## src/rtl/bounce_generator.sv

```systemverilog
// Contact-bounce synthesizer: on trigger, emits an LFSR-timed burst of glitch
// edges on bouncy_out, then settles to the latched target and holds it.
module bounce_generator #(
    parameter int          MAX_BOUNCES   = 8,
    parameter int          GAP_W         = 8,
    parameter int          SETTLE_CYCLES = 2000,
    parameter logic [15:0] LFSR_SEED     = 16'hACE1
) (
    input  logic       clk,
    input  logic       rst_n,
    input  logic       trigger,
    input  logic       target,
    input  logic [3:0] n_bounces,
    output logic       bouncy_out,
    output logic       busy,
    output logic       done
);

    localparam int         SET_W   = $clog2(SETTLE_CYCLES + 1);
    localparam logic [3:0] MAX_B   = 4'(MAX_BOUNCES);
    localparam logic [SET_W-1:0] SETTLE_LOAD = SET_W'(SETTLE_CYCLES);

    typedef enum logic [1:0] {IDLE, BOUNCE, SETTLE} state_t;

    state_t             state;
    logic [15:0]        lfsr;
    logic [GAP_W-1:0]   gap_cnt;
    logic [4:0]         edges_left;
    logic [SET_W-1:0]   settle_cnt;
    logic               tgt;

    logic [15:0]        lfsr_next;
    logic [GAP_W-1:0]   gap_val;
    logic [3:0]         n_clamped;
    logic [4:0]         edges_req;

    always_comb begin
        lfsr_next = {lfsr[14:0], lfsr[15] ^ lfsr[13] ^ lfsr[12] ^ lfsr[10]};
        gap_val   = (lfsr[GAP_W-1:0] == '0) ? GAP_W'(1) : lfsr[GAP_W-1:0];
        n_clamped = (n_bounces > MAX_B) ? MAX_B : n_bounces;
        edges_req = {n_clamped, 1'b0};
    end

    // Handshake: trigger is sampled only while busy=0 (IDLE, including the done
    // cycle); target and n_bounces are latched on that same edge, and done
    // pulses for one cycle as busy falls.
    always_ff @(posedge clk) begin
        if (!rst_n) begin
            state      <= IDLE;
            lfsr       <= LFSR_SEED;
            gap_cnt    <= '0;
            edges_left <= '0;
            settle_cnt <= '0;
            tgt        <= 1'b0;
            bouncy_out <= 1'b0;
            busy       <= 1'b0;
            done       <= 1'b0;
        end else begin
            done <= 1'b0;
            case (state)
                IDLE: begin
                    if (trigger) begin
                        tgt  <= target;
                        busy <= 1'b1;
                        if (edges_req != 5'd0) begin
                            bouncy_out <= ~bouncy_out;
                            edges_left <= edges_req - 5'd1;
                            gap_cnt    <= gap_val;
                            lfsr       <= lfsr_next;
                            state      <= BOUNCE;
                        end else begin
                            bouncy_out <= target;
                            settle_cnt <= SETTLE_LOAD;
                            state      <= SETTLE;
                        end
                    end
                end
                BOUNCE: begin
                    // gap_cnt==1 marks the last cycle of the current gap
                    if (gap_cnt == GAP_W'(1)) begin
                        if (edges_left != 5'd0) begin
                            bouncy_out <= ~bouncy_out;
                            edges_left <= edges_left - 5'd1;
                            gap_cnt    <= gap_val;
                            lfsr       <= lfsr_next;
                        end else begin
                            bouncy_out <= tgt;
                            settle_cnt <= SETTLE_LOAD;
                            state      <= SETTLE;
                        end
                    end else begin
                        gap_cnt <= gap_cnt - GAP_W'(1);
                    end
                end
                SETTLE: begin
                    if (settle_cnt == SET_W'(1)) begin
                        done  <= 1'b1;
                        busy  <= 1'b0;
                        state <= IDLE;
                    end else begin
                        settle_cnt <= settle_cnt - SET_W'(1);
                    end
                end
                default: state <= IDLE;
            endcase
        end
    end

endmodule
```

## config.mk

```make
export PLATFORM = sky130hd
export DESIGN_NAME = bounce_generator
export DESIGN_NICKNAME = d
export VERILOG_FILES = /design/src/rtl/bounce_generator.sv
export SDC_FILE = /design/constraint.sdc
export NUM_CORES = 1
export LEC_CHECK = 0
export ABC_AREA = 1
export BUFFER_PORTS_ARGS = -buffer_cell sky130_fd_sc_hd__buf_2
export CAP_MARGIN = 20
export CORE_ASPECT_RATIO = 0.75
export CORE_UTILIZATION = 30
export CTS_BUF_LIST = sky130_fd_sc_hd__clkbuf_8
export DETAILED_ROUTE_END_ITERATION = 10
export GPL_ROUTABILITY_DRIVEN = 0
export SLEW_MARGIN = 20
export SYNTH_ARGS = -nofsm -noshare
export SYNTH_HDL_FRONTEND = slang
export SYNTH_SLANG_ARGS = --single-unit
export TNS_END_PERCENT = 50
```

## constraint.sdc

```tcl
create_clock -name clk -period 2.1 [get_ports clk]
set_input_delay 0.105 -clock clk [delete_from_list [all_inputs] [get_ports clk]]
set_output_delay 0.105 -clock clk [all_outputs]
set_load 0.02 [all_outputs]
```

=== Yosys cells after proc, flatten, opt, wreduce, memory -nomap -nowiden ===
Cells that the tools add are included.

* $add $sub $neg: 4
* Order comparisons: 1
* Equality and inequality tests: 13
* Muxes and demuxes: 38
* Bitwise logic cells: 4
* Reduce and logical (&&, ||, !) cells: 15

{| class="wikitable"
|+ Operators by type and width
! kind !! number
|-
| two-way mux 16 bit || 4
|-
| two-way mux 11 bit || 5
|-
| two-way mux 8 bit || 5
|-
| case mux 11 bit (3 select lines) || 1
|-
| case mux 16 bit (2 select lines) || 1
|-
| two-way mux 5 bit || 4
|-
| != test 2 bit (second input constant) || 8
|-
| case mux 8 bit (2 select lines) || 1
|-
| equality test 11 x 1 -> 1 bit (second input constant) || 1
|-
| subtractor 11 x 1 -> 11 bit (second input constant) || 1
|-
| two-way mux 2 bit || 5
|-
| case mux 5 bit (2 select lines) || 1
|-
| nonzero test 5 bit || 2
|-
| subtractor 5 x 1 -> 5 bit (second input constant) || 2
|-
| equality test 8 x 1 -> 1 bit (second input constant) || 1
|-
| logical NOT 8 bit || 1
|-
| AND reduction 4 bit || 2
|-
| subtractor 8 x 1 -> 8 bit (second input constant) || 1
|-
| two-way mux 1 bit || 7
|-
| case mux 2 bit (3 select lines) || 1
|-
| AND reduction 3 bit || 2
|-
| AND reduction 6 bit || 1
|-
| AND reduction 5 bit || 1
|-
| greater-than comparator 4 bit (second input constant) || 1
|-
| other kinds (11) || 16
|}

* Register bits: 46
* Input port bits: 8
* Logic and storage cells: 84

=== Logic depth before layout (Yosys ltp) ===
Gate-level depths: netlist (run 1).

* Word-level depth: 6
* Depth in mapped cells: 12
* Mapped depth without buffers: 11

=== Worst setup path before layout (run 1) ===
Ideal clock, no wire load.

* Path kind: flip-flop to flip-flop
* From: register gap_cnt[1]
* To: register settle_cnt[3]
* Setup time: 0.069 ns
* Data arrival time: 1.446 ns
* Setup slack: 0.584 ns
* Stages on the path, launching flop included: 10
* Buffers on the path: 1
* Clock period less this slack: 1.516 ns
* Cells stage by stage: dfxtp_1 -> inv_1 -> ha_1 -> nand2_1 -> o21ai_2 -> nand3_1 -> nor2_2 -> buf_6 -> nand2_2 -> a21oi_2

* Word-level cells in the longest chain between the ends: 3

{| class="wikitable"
|+ Ends and longest elaborated chain
! what !! RTL line !! source
|-
| from (decl) || 27 || <nowiki>logic [GAP_W-1:0] gap_cnt;</nowiki>
|-
| from (signal assigned) || 68 || <nowiki>gap_cnt <= gap_val;</nowiki>
|-
| from (signal assigned) || 84 || <nowiki>gap_cnt <= gap_val;</nowiki>
|-
| from (signal assigned) || 92 || <nowiki>gap_cnt <= gap_cnt - GAP_W'(1);</nowiki>
|-
| equality test 8 x 1 -> 1 bit || 80 || <nowiki>if (gap_cnt == GAP_W'(1)) begin</nowiki>
|-
| != test 2 bit (no line) || n/a ||
|-
| AND reduction 6 bit (no line) || n/a ||
|-
| to (signal assigned) || 101 || <nowiki>settle_cnt <= settle_cnt - SET_W'(1);</nowiki>
|-
| to (decl) || 29 || <nowiki>logic [SET_W-1:0] settle_cnt;</nowiki>
|}

No other way between the ends.
A chain may end at the register's enable or synchronous reset.

=== Worst setup path in the final report (run 1) ===
* From: register state[0]
* To: register lfsr[0]

* Word-level cells in the longest chain between the ends: 3
* Elaborated cells between the ends (all ways): 9

{| class="wikitable"
|+ Ends and longest elaborated chain
! what !! RTL line !! source
|-
| from (decl) || 25 || <nowiki>state_t state;</nowiki>
|-
| from (signal assigned) || 49 || <nowiki>state <= IDLE;</nowiki>
|-
| from (signal assigned) || 70 || <nowiki>state <= BOUNCE;</nowiki>
|-
| from (signal assigned) || 74 || <nowiki>state <= SETTLE;</nowiki>
|-
| equality test 2 x 1 -> 1 bit or logical NOT 2 bit (tied branches) || 60 || <nowiki>case (state)</nowiki>
|-
| != test 2 bit (no line) or nonzero test 2 bit (tied branches) || n/a ||
|-
| AND reduction 5 bit (no line) || n/a ||
|-
| to (signal assigned) || 69 || <nowiki>lfsr <= lfsr_next;</nowiki>
|-
| to (signal assigned) || 85 || <nowiki>lfsr <= lfsr_next;</nowiki>
|-
| to (decl) || 26 || <nowiki>logic [15:0] lfsr;</nowiki>
|}

Parallel ways exist; a longest one is shown, timed or not.

==> flow_summary.toml, run 1 <==
[clock_tree]
hold_buffers = 0
cts_tree = "done"
root_buffer = "clkbuf_8"
worstSkewPairLatency_ns = 0.30
cts_buffer_depth = 2
htreeDepth = 2
cts.sinks = 46
clkSlewWorstSetupHoldPaths_ns = 0.09
numCtsBuffers = 5
postCtsSetupBuffers = 0

[pwr]
switchingPower_mw = 1.28
power-per-cell-area_mw_per_mm2 = 1050
pwr-share-clk = 0.188
ir_drop_mv = 0.321
cellInternalPower_mw = 1.82
p_leak_nw = 1.28
combPwrFrac = 0.408
power_frac_seq = 0.404
switching_share = 0.413

[floorplan]
die_w_um = 111
fp.dieH_um = 84.0
io_pins = 11
rows = 29
fp.dieArea_mm2 = 0.00935
initial_core_util = 0.314
core-area_mm2 = 0.00856

[final_layout]
instances_no_fill = 507
areaGrowthSynthToFinish_pct = 9.77
layout-drive-gt1-share = 0.178
final_common_cell = "nand2_1"
final_cell_mix = "nand2_1, nor2_1, dfxtp_1"
n_antenna_cell = 0
final_net_count = 414

[synth]
synth-simple-area-share = 0.389
synth_xor_area_frac = 0.0391
yosysUniqueCellTypes = 35
syn_area_mm2 = 0.00269
synth-seq-cells = 46
synth_mux_area_frac = 0
synth_top_family_by_area = "simple AND/OR/NAND/NOR gates"
synthCells = 384
synth_compound_area_frac = 0.125
syn-num-nets = 400
syn_avg_cell_area_um2 = 7.00
synth_warnings = 0
synth-seq-area-share = 0.342
synth_adder_area_share = 0.0372

[global_route]
grt_pass1_vias = 2251
overflow = 0
grt_pass1_wl_um = 10200
antenna_found_initial = 0
grt_start_max_net_pins = 26
grt_usage = 0.132

[place]
dp_cells = 499
io_buffers = 10
dpl.hpwl_um = 4160

[drt]
wl_um = 5780
routedWlPerCell_um = 11.4
dr.pass1.iters = 4
avgViaCountPerCell = 4.66
route.detailed.drc = 0
ant_nets = 0
vias = 2365
drtIter0Drc = 154

[timing]
finalMaxSlewViolations = 0
relSlewSlack = 0.727
layout_min_cycle_time_ns = 1.86
skew_ns = 0.00926
finalSetupViolations = 0
rsz0062_at_grt = "no"
worst_slew_pin_slew_ns = 0.409
hold_viol_final = 0
period_share = 0.885
fin_setup_tns_ns = 0
timing.fmax_mhz = 538

[worst_setup_path]
worstPathMaxFanout = 25
required_ns = 2.28
path_class = "reg -> reg"
end_kind = "register"
startpoint_type = "register"
cp.arrival_ns = 2.04

[status]
outcome = "completed"

[min_path]
hold_path_class = "in -> reg"

[flow_run]
cap_violations = 0
final cells by class:
| class | instances | area, µm² |
|---|---|---|
| clock buffer | 6 | 82.6 |
| clock inverter | 2 | 12.5 |
| fill | 912 | 5610 |
| inverter | 29 | 114 |
| multi-input combinational | 300 | 1590 |
| sequential | 46 | 921 |
| tap | 108 | 135 |
| timing repair buffer | 16 | 95.1 |
timing repair:
action                     4_1_cts  5_1_grt
hold endpoints to repair         0        0
setup endpoints to repair        0       11
resized for setup                0        1
routing by layer:
metal  track usage  vias up  share of wire
met2         0.212       29           0.43
met4        0.0381        0         0.0083
met5             0        -              0
met1         0.178     1073           0.54
met3        0.0276        7          0.026
li1              -     1256              -
power groups by stage:
stage | logic (mW) | registers, mW | clock network [mW]
floorplan | 1.07 | 1.23 | 0
global placement | 1.24 | 1.26 | 0
detailed placement | 1.26 | 1.27 | 0
CTS | 1.26 | 1.25 | 0.602
global route | 1.47 | 1.28 | 0.637
finish | 1.26 | 1.25 | 0.583
Yosys cell counts, drive strengths merged:
cell | n | area share
ha | 8 | 0.037
inv | 28 | 0.041
nand4 | 3 | 0.0070
clkinv | 1 | 0.0014
or2 | 4 | 0.0093
o21ai | 24 | 0.046
a21oi | 18 | 0.052
xor2 | 6 | 0.020
xnor2 | 6 | 0.020
nand2 | 99 | 0.15
nor2 | 81 | 0.14
dfxtp | 46 | 0.34
nor3 | 7 | 0.013
nand3b | 3 | 0.0084
buf | 6 | 0.021
nor3b | 1 | 0.0028
a31oi | 1 | 0.0023
o21bai | 9 | 0.025
nand3 | 29 | 0.060
clkbuf | 3 | 0.0042
and2 | 1 | 0.0023
stage by stage:
step                setup slack [ns]  cell area, µm²  hold slack (ns)  power (mW)   util
finish                         0.241            2950           0.0526        3.09  0.345
detailed placement             0.142            2850            0.377        2.52  0.333
CTS                            0.174            2950           0.0469        3.11  0.344
global route                  0.0490            2950           0.0700        3.38  0.345
global placement               0.149            2850            0.361        2.50  0.333
floorplan                      0.584            2690            0.232        2.30      -
critical path, stage by stage, from the launching register on:
cell,delay (ns)
dfxtp_1,0.45
inv_2,0.11
nor2_4,0.25
nand3_1,0.16
o21ai_1,0.13
inv_2,0.07
nand3_4,0.25
inv_4,0.15
nand2_1,0.09
nand3_1,0.07
state kept, by name, indices dropped and copies added, names as in the netlist:
| signal | count |
|---|---|
| gap_cnt | 8 |
| settle_cnt | 11 |
| lfsr | 16 |
| edges_left | 5 |
| done | 1 |
| state | 2 |
| busy | 1 |
| tgt | 1 |
| bouncy_out | 1 |
cells by family (layout without fill, tap and decap cells):
group           count (synthesis)  in the layout
compound gates                 52             52
xor+xnor                       12             12
fa+ha+maj                       8              8
buf+inv                        38             53
flops                          46             46
simple gates                  228            228
worst paths after layout:
kind              startpoint       end  slack, ns  depth (start not counted)
setup / recovery    state[0]   lfsr[0]       0.24                          9
setup reg to reg    state[0]   lfsr[0]       0.24                          9
hold / removal        target       tgt       0.05                          3
hold reg to reg     lfsr[14]  lfsr[15]       0.47                          2
Power figures use the tool's default switching activity.
==> run 2: changes to the inputs <==
--- a/config.mk
+++ b/config.mk
@@ -10,7 +10,6 @@
 export CAP_MARGIN = 20
 export CORE_ASPECT_RATIO = 0.75
 export CORE_UTILIZATION = 30
-export CTS_BUF_LIST = sky130_fd_sc_hd__clkbuf_8
 export DETAILED_ROUTE_END_ITERATION = 10
 export GPL_ROUTABILITY_DRIVEN = 0
 export SLEW_MARGIN = 20
==> run 2 against run 1 <==
  * Register-to-register slack about the same
  * Sequential share of layout area down 0.58 points
  * Cell area up 1.9%
  * Utilization up 0.66 points
  * Setup slack worse by 0.0058 ns
  * Critical path depth unchanged
  * Power up 7.5%
  * Sequential power about the same
  * Global-route usage down 0.11 points
==> flow_summary.toml, run 2 (synthesis results as in run 1) <==
[worst_setup_path]
cp.arrival_ns = 2.04
path_class = "reg -> reg"
end_kind = "register"
startpoint_type = "register"
max_stage_delay_ns = 0.44
worstPathMaxFanout = 25
required_ns = 2.27
crit_chain = "inv_2, nor2_4, nand3_1, o21ai_1, inv_2, nand3_4, inv_4, nor2_1, nor2_1"
crit_slowest_cell = "dfxtp_1"

[place]
dp_slack_ns = 0.142
dpl.hpwl_um = 4160
dp_cells = 499
io_buffers = 10

[timing]
finalSetupViolations = 0
setup_slack_ns = 0.236
hold_viol_final = 0
layout_min_cycle_time_ns = 1.86
worst_slew_pin_slew_ns = 0.418
fin_setup_tns_ns = 0
skew_ns = 0.00879
timing.fmax_mhz = 536
period_share = 0.888
rsz0062_at_grt = "no"
finalMaxSlewViolations = 0
relSlewSlack = 0.721

[floorplan]
core-area_mm2 = 0.00856
rows = 29
initial_core_util = 0.314
fp.dieH_um = 84.0
die_w_um = 111
fp.dieArea_mm2 = 0.00935
io_pins = 11

[pwr]
switching_share = 0.391
ir_drop_mv = 0.380
combPwrFrac = 0.380
power-per-cell-area_mw_per_mm2 = 1110
pwr-share-clk = 0.243
p_leak_nw = 1.30
cellInternalPower_mw = 2.03
switchingPower_mw = 1.30
power_mw = 3.32
power_frac_seq = 0.376

[global_route]
antenna_found_initial = 0
overflow = 0
grt_pass1_wl_um = 10200
grt_pass1_vias = 2248
grt_start_max_net_pins = 26
grt_usage = 0.131

[clock_tree]
root_buffer = "clkbuf_16"
cts_tree = "done"
cts.sinks = 46
numCtsBuffers = 5
htreeDepth = 2
cts_buffer_depth = 2
clkSlewWorstSetupHoldPaths_ns = 0.06
worstSkewPairLatency_ns = 0.29

[final_layout]
top_register = "lfsr"
final_common_cell = "nand2_1"
largest_register_ffs = 16
final_cell_mix = "nand2_1, nor2_1, dfxtp_1"
instances_no_fill = 507
final_net_count = 414
regArea_um2 = 921
top_regs = "lfsr: 16 flops, settle_cnt: 11 flops, gap_cnt: 8 flops"
areaGrowthSynthToFinish_pct = 11.9
multiInputGateArea_mm2 = 0.00159
fillCellCount = 909
n_antenna_cell = 0
layout-drive-gt1-share = 0.178

[min_path]
hold_path_class = "in -> reg"

[drt]
dr.pass1.iters = 4
vias = 2353
routedWlPerCell_um = 11.4
ant_nets = 0
avgViaCountPerCell = 4.64
route.detailed.drc = 0
wl_um = 5790
drtIter0Drc = 138

[status]
outcome = "completed"

[flow_run]
cap_violations = 0
[run 2: cell count changes in the layout (fill, tap and decap cells not counted)]
cell       change
clkbuf_16      +5
clkbuf_8       -5
[run 2: area by class of cell]
class,count,area share
Clock buffer,6,0.0462
Clock inverter,2,0.00416
Multi-Input combinational cell,300,0.529
Sequential cell,46,0.306
Timing Repair Buffer,16,0.0316
Tap cell,108,0.0449
Inverter,29,0.0379
[run 2: worst paths after layout]
kind              endpoint  cells past startpoint      from  slack [ns]
setup / recovery   lfsr[2]                      9  state[0]        0.24
hold / removal         tgt                      3    target        0.07
setup reg to reg   lfsr[2]                      9  state[0]        0.24
hold reg to reg   lfsr[10]                      2   lfsr[9]        0.47
[run 2: power by group through the flow]
| stage | combinational, mW | sequential, mW | clock, mW |
|---|---|---|---|
| after floorplan | 1.07 | 1.23 | 0 |
| after global placement | 1.24 | 1.26 | 0 |
| after detailed placement | 1.26 | 1.27 | 0 |
| after CTS | 1.26 | 1.25 | 0.828 |
| after global routing | 1.47 | 1.28 | 0.864 |
| final | 1.26 | 1.25 | 0.809 |
[run 2: stage by stage]
step | util | cell area (µm²) | hold WS, ns
5_1_grt | 0.351 | 3010 | 0.0979
3_5_place_dp | 0.333 | 2850 | 0.377
4_1_cts | 0.351 | 3000 | 0.0734
2_1_floorplan | - | 2690 | 0.232
3_3_place_gp | 0.333 | 2850 | 0.361
6_report | 0.351 | 3010 | 0.0735
[run 2: timing repair]
action	in CTS	in global routing
hold buffers	0	0
buffers inserted	0	0
endpoints found under the setup margin	0	11
resized for setup	0	1
[run 2: critical path: cells and delay by family (launching register included)]
kind | cells | cell delay, ns
AND/OR/NAND/NOR | 5 | 0.84
flip-flops | 1 | 0.44
AO/OA/AOI/OAI | 1 | 0.13
buffers and inverters | 3 | 0.33
[run 2: routing by layer]
| metal | GRT usage | wire length (µm) |
|---|---|---|
| met5 | 0 | 0 |
| met4 | 0.0332 | 23 |
| met3 | 0.0305 | 133 |
| met2 | 0.208 | 2480 |
| met1 | 0.178 | 3150 |
==> run 3: changes to the inputs <==
--- a/config.mk
+++ b/config.mk
@@ -6,11 +6,12 @@
 export NUM_CORES = 1
 export LEC_CHECK = 0
 export ABC_AREA = 1
-export BUFFER_PORTS_ARGS = -buffer_cell sky130_fd_sc_hd__buf_2
+export ABC_CLOCK_PERIOD_IN_PS = 2300
 export CAP_MARGIN = 20
 export CORE_ASPECT_RATIO = 0.75
 export CORE_UTILIZATION = 30
 export DETAILED_ROUTE_END_ITERATION = 10
+export DONT_BUFFER_PORTS = 1
 export GPL_ROUTABILITY_DRIVEN = 0
 export SLEW_MARGIN = 20
 export SYNTH_ARGS = -nofsm -noshare
==> constraint.sdc (replaced) <==
create_clock -name clk -period 2.3 [get_ports clk]
set_input_delay 0.115 -clock clk [delete_from_list [all_inputs] [get_ports clk]]
set_output_delay 0.115 -clock clk [all_outputs]
set_load 0.02 [all_outputs]
==> run 3 against run 2 <==
  * Sequential power is 8% lower
  * Global-route usage increased by 0.22 points
  * Cell count shrank 2.6%
  * Utilization shrank 0.63 points
  * Sequential cell count is the same
  * Power fell by 7.2%
  * Clock-buffer cell count down 1
  * Via count decreased by 1.9%
  * Clock power up 1%
  * Critical path type unchanged
  * Largest power group is now registers
  * Highest routed layer unchanged
==> flow_summary.toml, run 3 (synthesis results as in run 1) <==
[final_layout]
top_register = "lfsr"
final_common_cell = "nand2_1"
areaGrowthSynthToFinish_pct = 9.86
fillCellCount = 890
layout-drive-gt1-share = 0.145
n_antenna_cell = 0
final_net_count = 401
instances_no_fill = 494
final_cell_mix = "nand2_1, nor2_1, dfxtp_1"
multiInputGateArea_mm2 = 0.00159
top_regs = "lfsr: 16 flops, settle_cnt: 11 flops, gap_cnt: 8 flops"
regArea_um2 = 921
largest_register_ffs = 16

[clock_tree]
root_buffer = "clkbuf_16"
cts_buffer_depth = 2
cts_resized = 0
cts_tree = "done"
cts.sinks = 46
worstSkewPairLatency_ns = 0.28
numCtsBuffers = 5
htreeDepth = 2
clkSlewWorstSetupHoldPaths_ns = 0.07

[drt]
routedWlPerCell_um = 11.5
wl_met3_um = 160
wl_met2_um = 2390
top_layer_used = "met4"
vias = 2308
avgViaCountPerCell = 4.67
wl_um = 5700
drtIter0Drc = 134
wl_met1_um = 3090
route.detailed.drc = 0
ant_nets = 0
dr.pass1.iters = 4

[pwr]
switchingPower_mw = 1.18
pwr-share-clk = 0.266
combPwrFrac = 0.362
power_mw = 3.08
p_leak_nw = 1.25
switching_share = 0.382
ir_drop_mv = 0.394
cellInternalPower_mw = 1.91
power_frac_seq = 0.372
power-per-cell-area_mw_per_mm2 = 1040

[global_route]
antenna_found_initial = 0
overflow = 0
grt_usage = 0.133
grt_start_max_net_pins = 26
grt_pass1_wl_um = 10200
grt_pass1_vias = 2173

[place]
dp_cells = 484
io_buffers = 0
dpl.hpwl_um = 4040
dp_slack_ns = 0.258

[status]
outcome = "completed"

[timing]
fin_setup_tns_ns = 0
skew_ns = 0.00424
rsz0062_at_grt = "no"
relSlewSlack = 0.461
finalMaxSlewViolations = 0
setup_slack_ns = 0.246
period_share = 0.893
worst_slew_pin_slew_ns = 0.806
finalSetupViolations = 0
layout_min_cycle_time_ns = 2.05
timing.fmax_mhz = 487
hold_viol_final = 0

[min_path]
hold_path_class = "in -> reg"
hold_start = "target"
whs_path_depth = 4
hold_end = "bouncy_out"

[worst_setup_path]
crit_slowest_cell = "nor2_2"
worstPathMaxFanout = 11
required_ns = 2.51
worstReg2RegStart = "gap_cnt[1]"
reg2reg_depth = 8
path_class = "reg -> reg"
rrSetupSlack_ns = 0.25
end_kind = "register"
max_stage_delay_ns = 0.58
startpoint = "gap_cnt[1]"
crit-reg2reg-capture = "settle_cnt[10]"
crit_chain = "inv_1, ha_1, nand2_1, o21ai_2, nand3_1, nor2_2, nand2_2, a21oi_2"
cp.arrival_ns = 2.27
startpoint_type = "register"

[floorplan]
rows = 29
die_w_um = 111
core-area_mm2 = 0.00856
io_pins = 11
fp.dieArea_mm2 = 0.00935
initial_core_util = 0.314
fp.dieH_um = 84.0

[flow_run]
cap_violations = 0
-- run 3: cell types whose count changed in the layout (fill, tap and decap cells not counted), sizes merged --
cell,before,now
buf,16,1
bufinv,0,1
clkbuf,6,5
clkinv,2,1
clkinvlp,1,2
dlygate4sd3,0,2
-- run 3: worst max path at each step --
stage / to / depth (start not counted) / slack (ns)
2_1_floorplan: gap_cnt[6] / 11 / 0.78
3_3_place_gp: settle_cnt[0] / 8 / 0.31
3_5_place_dp: settle_cnt[10] / 8 / 0.26
4_1_cts: settle_cnt[10] / 8 / 0.24
5_1_grt: settle_cnt[10] / 8 / 0.03
6_report: settle_cnt[10] / 8 / 0.25
-- run 3: final cells by class --
cell class	count	share of cell area
multi-input combinational	300	0.537
tap	108	0.0457
clock buffer	5	0.0424
sequential	46	0.312
clock inverter	3	0.0152
inverter	29	0.0385
timing repair buffer	3	0.00932
-- run 3: metrics by stage --
step | utilization | hold WS [ns] | instance area, µm²
floorplan | - | 0.242 | 2690
global placement | 0.323 | 0.203 | 2760
detailed placement | 0.323 | 0.205 | 2760
CTS | 0.345 | 0.141 | 2950
global route | 0.345 | 0.215 | 2950
finish | 0.345 | 0.155 | 2950
-- run 3: power by group through the flow --
stage | Clock, mW | Sequential [mW] | Combinational [mW]
floorplan | 0 | 1.12 | 0.978
global placement | 0 | 1.16 | 1.09
detailed placement | 0 | 1.16 | 1.11
CTS | 0.841 | 1.15 | 1.12
global route | 0.876 | 1.18 | 1.30
finish | 0.819 | 1.15 | 1.12
-- run 3: per-layer routing --
metal,global-route usage,vias to the layer above
met5,0,-
met3,0.0283,4
met4,0.0369,0
li1,-,1234
met1,0.189,1041
met2,0.203,29
-- run 3: what timing repair did --
action	in CTS	in global routing
hold buffers	2	0
buffers inserted	0	0
hold endpoints to repair	21	0
-- run 3: worst max-delay path: cells and delay by family, from the launching register on --
| family | cells | cell delay, ns |
|---|---|---|
| buffers and inverters | 1 | 0.08 |
| AOI/OAI and AO/OA | 2 | 0.49 |
| and+or+nand+nor | 4 | 0.94 |
| DFF | 1 | 0.32 |
| adders and majority gates | 1 | 0.14 |
